==> src/rtl/mcb_wr_burst_gen.sv <==
// Write-side traffic generator for one MCB user port: fills the write-data FIFO with an
// alternating AA/55 pattern, issues one write command, then pulses burst_done.
module mcb_wr_burst_gen #(
  parameter int unsigned BURST_LEN = 64,
  parameter logic [29:0] ADDR_INC  = 30'h400,
  parameter logic [29:0] END_ADDR  = 30'h0FFFFC00
) (
  input  logic         clk,
  input  logic         rst_n,
  input  logic         calib_done,
  input  logic         start,
  input  logic         wr_full,
  input  logic         wr_underrun,
  input  logic         cmd_full,
  output logic         wr_en,
  output logic [127:0] wr_data,
  output logic [15:0]  wr_mask,
  output logic         cmd_en,
  output logic [2:0]   cmd_instr,
  output logic [29:0]  cmd_addr,
  output logic [5:0]   cmd_bl,
  output logic         busy,
  output logic         burst_done,
  output logic         wr_error
);

  localparam int unsigned CntW = $clog2(BURST_LEN + 1);
  localparam logic [CntW-1:0] LastIdx = CntW'(BURST_LEN - 1);
  localparam logic [127:0] PatAa = {16{8'hAA}};
  localparam logic [127:0] Pat55 = {16{8'h55}};

  typedef enum logic [1:0] {StIdle, StFill, StCmd, StDone} state_e;

  state_e         state_q, state_d;
  logic [CntW-1:0] cnt_q, cnt_d;
  logic           phase_q, phase_d;  // 0: next word is AA, 1: next word is 55
  logic [29:0]    addr_q, addr_d;
  logic           wr_en_q, wr_en_d;
  logic [127:0]   wr_data_q, wr_data_d;
  logic           cmd_en_q, cmd_en_d;
  logic           done_q, done_d;
  logic           err_q, err_d;

  always_ff @(posedge clk or negedge rst_n) begin
    if (!rst_n) begin
      state_q   <= StIdle;
      cnt_q     <= '0;
      phase_q   <= 1'b0;
      addr_q    <= '0;
      wr_en_q   <= 1'b0;
      wr_data_q <= '0;
      cmd_en_q  <= 1'b0;
      done_q    <= 1'b0;
      err_q     <= 1'b0;
    end else begin
      state_q   <= state_d;
      cnt_q     <= cnt_d;
      phase_q   <= phase_d;
      addr_q    <= addr_d;
      wr_en_q   <= wr_en_d;
      wr_data_q <= wr_data_d;
      cmd_en_q  <= cmd_en_d;
      done_q    <= done_d;
      err_q     <= err_d;
    end
  end

  always_comb begin
    state_d   = state_q;
    cnt_d     = cnt_q;
    phase_d   = phase_q;
    addr_d    = addr_q;
    wr_en_d   = 1'b0;
    wr_data_d = wr_data_q;
    cmd_en_d  = 1'b0;
    done_d    = 1'b0;
    err_d     = err_q | wr_underrun;

    unique case (state_q)
      StIdle: begin
        if (start && calib_done) begin
          state_d = StFill;
        end
      end
      StFill: begin
        if (!wr_full) begin
          wr_en_d   = 1'b1;
          wr_data_d = phase_q ? Pat55 : PatAa;
          phase_d   = ~phase_q;
          cnt_d     = cnt_q + 1'b1;
          if (cnt_q == LastIdx) begin
            state_d = StCmd;
          end
        end
      end
      StCmd: begin
        if (!cmd_full) begin
          cmd_en_d = 1'b1;
          state_d  = StDone;
        end
      end
      StDone: begin
        done_d  = 1'b1;
        // Wrap by equality only; the step is added without carry-out.
        addr_d  = (addr_q == END_ADDR) ? '0 : addr_q + ADDR_INC;
        cnt_d   = '0;
        phase_d = 1'b0;
        state_d = StIdle;
      end
      default: state_d = StIdle;
    endcase
  end

  assign wr_en      = wr_en_q;
  assign wr_data    = wr_data_q;
  assign wr_mask    = '0;
  assign cmd_en     = cmd_en_q;
  assign cmd_instr  = 3'b000;
  assign cmd_addr   = addr_q;
  assign cmd_bl     = 6'(BURST_LEN - 1);
  assign busy       = (state_q != StIdle);
  assign burst_done = done_q;
  assign wr_error   = err_q;

endmodule

==> config.mk <==
export PLATFORM = sky130hd
export DESIGN_NAME = mcb_wr_burst_gen
export DESIGN_NICKNAME = d
export VERILOG_FILES = /design/src/rtl/mcb_wr_burst_gen.sv
export SDC_FILE = /design/constraint.sdc
export NUM_CORES = 1
export LEC_CHECK = 0
export CAP_MARGIN = 20
export CORE_ASPECT_RATIO = 2
export CORE_MARGIN = 4
export CORE_UTILIZATION = 37
export CTS_CLUSTER_DIAMETER = 120
export DETAILED_ROUTE_END_ITERATION = 6
export PLACE_DENSITY = 0.81
export SETUP_SLACK_MARGIN = 0.05
export SYNTH_ARGS = -nofsm -noshare
export SYNTH_HDL_FRONTEND = slang
export SYNTH_SLANG_ARGS = --single-unit
==> constraint.sdc <==
create_clock -name clk -period 2.3 [get_ports clk]
set_input_delay 0.345 -clock clk [delete_from_list [all_inputs] [get_ports clk]]
set_output_delay 0.345 -clock clk [all_outputs]
set_load 0.01 [all_outputs]
==> flow_summary.json <==
{
  "wl_per_cell_um": 13.18,
  "yosysSeqAreaShare_pct": 29.81,
  "synth_compound_area_share_pct": 6.253,
  "synth_cells": 337,
  "postRouteAntennaNets": 0,
  "drv_slew": 0,
  "ys_top_cells_by_area": "buf_4 40%, dfrtp_1 30%, nand2_1 2.6%",
  "ys_types": 39,
  "synth_top_cell_by_area": "buf_4",
  "synth_fa_ha_area_share_pct": 2.484,
  "cts_setup_buffers": 0,
  "layout_worst_path_cycle_share_pct": 88.32,
  "num-nets-final": 390,
  "reg2reg_depth": 5,
  "yosysWarnings": 0,
  "synth.area.mux_share_pct": 1.366,
  "grt_overflow": 0,
  "layout-drive-gt1-share_pct": 6.085,
  "crit_chain": "buf_4 -> clkdlybuf4s50_1",
  "fp-row-count": 46,
  "final_common_cell": "clkdlybuf4s50_1",
  "die_h_um": 135.8,
  "ff_latch_area_um2": 900.9,
  "pin_count": 195,
  "hp-class": "reg -> reg",
  "clk_path_buf_depth": 2,
  "cp_data_required_time_ps": 1960,
  "synth_top_area_share_pct": 40.00,
  "numClockSinks": 36,
  "gp_congestion": 0.8720,
  "synthesis.area_um2": 3022,
  "final_util_pct": 48.25,
  "antenna_found_initial": 0,
  "cp-start-kind": "register",
  "path_class": "reg -> out",
  "clock_skew_ps": 2.980,
  "multi_input_area_um2": 987.2,
  "worstPathArrival_ps": 1690,
  "status": "finished, final reports clean",
  "hpwlAfterDp_um": 5038,
  "fillers": 718,
  "num_vias": 2060,
  "synth-xor-area-share_pct": 4.348,
  "holdPathStages": 1,
  "finalHoldViolCount": 0,
  "p_leak_nw": 1.602,
  "synth_top_family_by_area": "buffers and inverters",
  "maxSlewHeadroom_pct": 65.92,
  "mostFrequentLayoutCells": "159 x clkdlybuf4s50_1, 36 x dfrtp_1, 35 x conb_1, 21 x nand2_1, 11 x nand3_1",
  "syn_avg_cell_area_um2": 8.966,
  "cts_resized": 0,
  "ir_drop_uv": 799.5,
  "first_pass_iters": 4,
  "ys_seq_elements": 36,
  "max_stage_delay_ps": 650,
  "yosys.area_share.simple_pct": 13.87,
  "fin_crit_ps": 2031,
  "tns_ps": 0,
  "power_w": 0.005064,
  "grt_pass1_wl_um": 9183,
  "setup_violations": 0,
  "io_buffers": 159,
  "start_util_pct": 38.04,
  "crit_slowest_cell": "clkdlybuf4s50_1",
  "cts_hold_buf": 0,
  "critPathCaptureType": "primary output",
  "antenna_cells": 0,
  "h-tree-depth": 2,
  "avgViaCountPerCell": 4.346,
  "cts-root-buf": "clkbuf_16",
  "drtIter0Drc": 54,
  "power_density_nw_per_um2": 1321,
  "cts_tree": "built",
  "die_area_um2": 9764,
  "wirelength_um": 6246,
  "stdcell_area_um2": 3832,
  "worstPathMaxFanout": 65,
  "maxCapViolCount": 0,
  "grt_pass1_vias": 1897,
  "grt_util_all_layers_pct": 11.67,
  "worst_pin_slew_ps": 511.2,
  "rsz0062_at_grt": "no",
  "clk_latency_ps": 270,
  "syn_to_final_growth_pct": 26.83,
  "grt_max_degree": 66,
  "clkTransAtPathRegs_ps": 50,
  "cts_buffers": 5,
  "clock.fmax_ghz": 0.4923,
  "dpl_cell_area_um2": 3684,
  "die_x_um": 71.90,
  "core_um2": 7943,
  "drc": 0
}
[power by group]
part | leakage (nW) | switching [W] | internal (W)
clock | 0.0766 | 0.000242 | 0.000426
sequential | 0.480 | 0.000129 | 0.000751
combinational | 1.05 | 0.00147 | 0.00204
total | 1.60 | 0.00184 | 0.00322
[critical path, delay by kind of cell (launching register included)]
kind | cells | cell delay, ps
buffers and inverters | 2 | 1080
DFF | 1 | 320
[registers in the layout, summed over array words and instances, names as in the netlist]
signal / flops
cmd_addr: 20
cnt_q: 7
state_q: 2
wr_data: 2
burst_done: 1
cmd_en: 1
phase_q: 1
wr_en: 1
wr_error: 1
[cell families after synthesis]
logic type,count (synthesis)
XOR/XNOR,15
flip-flops,36
other,2
AND/OR/NAND/NOR,76
AO/OA/AOI/OAI,26
buffers and inverters,172
adder cells (fa/ha/maj),6
multiplexers,4
[layout make-up]
class                      instances  area share (%)
timing repair buffer             165           43.03
multi-input combinational        162           25.76
sequential                        36           23.51
clock buffer                       6           3.624
tap                               96           3.134
inverter                           7          0.6856
clock inverter                     2          0.2612
[through the flow]
step | cells | hold WS (ps) | setup WS [ps]
4_1_cts | 474 | 469.8 | 229.4
2_1_floorplan | 370 | 49.41 | 363.6
5_1_grt | 474 | 479.3 | 145.8
3_5_place_dp | 466 | 454.7 | 328.8
6_report | 474 | 468.0 | 268.7
3_3_place_gp | 466 | 448.0 | 366.7
[cells in the mapped netlist]
master,instances
a21o_1,1
a21oi_1,7
a221oi_2,1
a22o_1,3
a32o_1,3
and2_1,1
and3_2,1
and4_1,3
buf_4,161
buf_6,1
clkbuf_1,3
conb_1,2
dfrtp_1,36
ha_1,6
inv_1,7
mux2_2,1
mux2i_1,3
nand2_1,21
nand2b_1,3
nand3_1,11
nand3_4,1
nand4_1,6
nor2_1,10
nor2b_1,2
nor3_1,5
nor3_4,1
nor4_1,5
o21ai_0,5
o21ai_1,1
o2bb2ai_1,1
o31ai_1,2
o32a_1,1
o41a_1,1
or2_2,2
or3_2,1
or4_1,2
or4b_4,1
xnor2_1,9
xor2_1,6
[path summary, 6_finish.rpt]
| path | slack, ps | startpoint | end |
|---|---|---|---|
| setup reg to reg | 380 | cnt_q[0]$_DFFE_PN0P_ | state_q[1]$_DFFE_PN0P_ |
| min in group asynchronous | 490 | rst_n | cmd_addr[15]$_DFFE_PN0P_ |
| hold / removal | 470 | wr_error$_DFF_PN0_ | wr_error$_DFF_PN0_ |
| setup / recovery | 270 | wr_data[126]$_DFFE_PN0P_ | wr_data[4] |
| max in group asynchronous | 1480 | rst_n | wr_data[125]$_DFFE_PN0P_ |
| hold reg to reg | 470 | wr_error$_DFF_PN0_ | wr_error$_DFF_PN0_ |
[layer usage]
metal / wire, um / share of wire (%) / vias to the layer above / track usage [%]
met5: 0 / 0 / - / 0
met4: 172 / 2.8 / 0 / 5.335
met3: 556 / 8.9 / 12 / 2.377
met2: 3527 / 56 / 108 / 23.57
met1: 1989 / 32 / 949 / 10.47
li1: - / - / 991 / -
(Power assumes the default switching activity.)
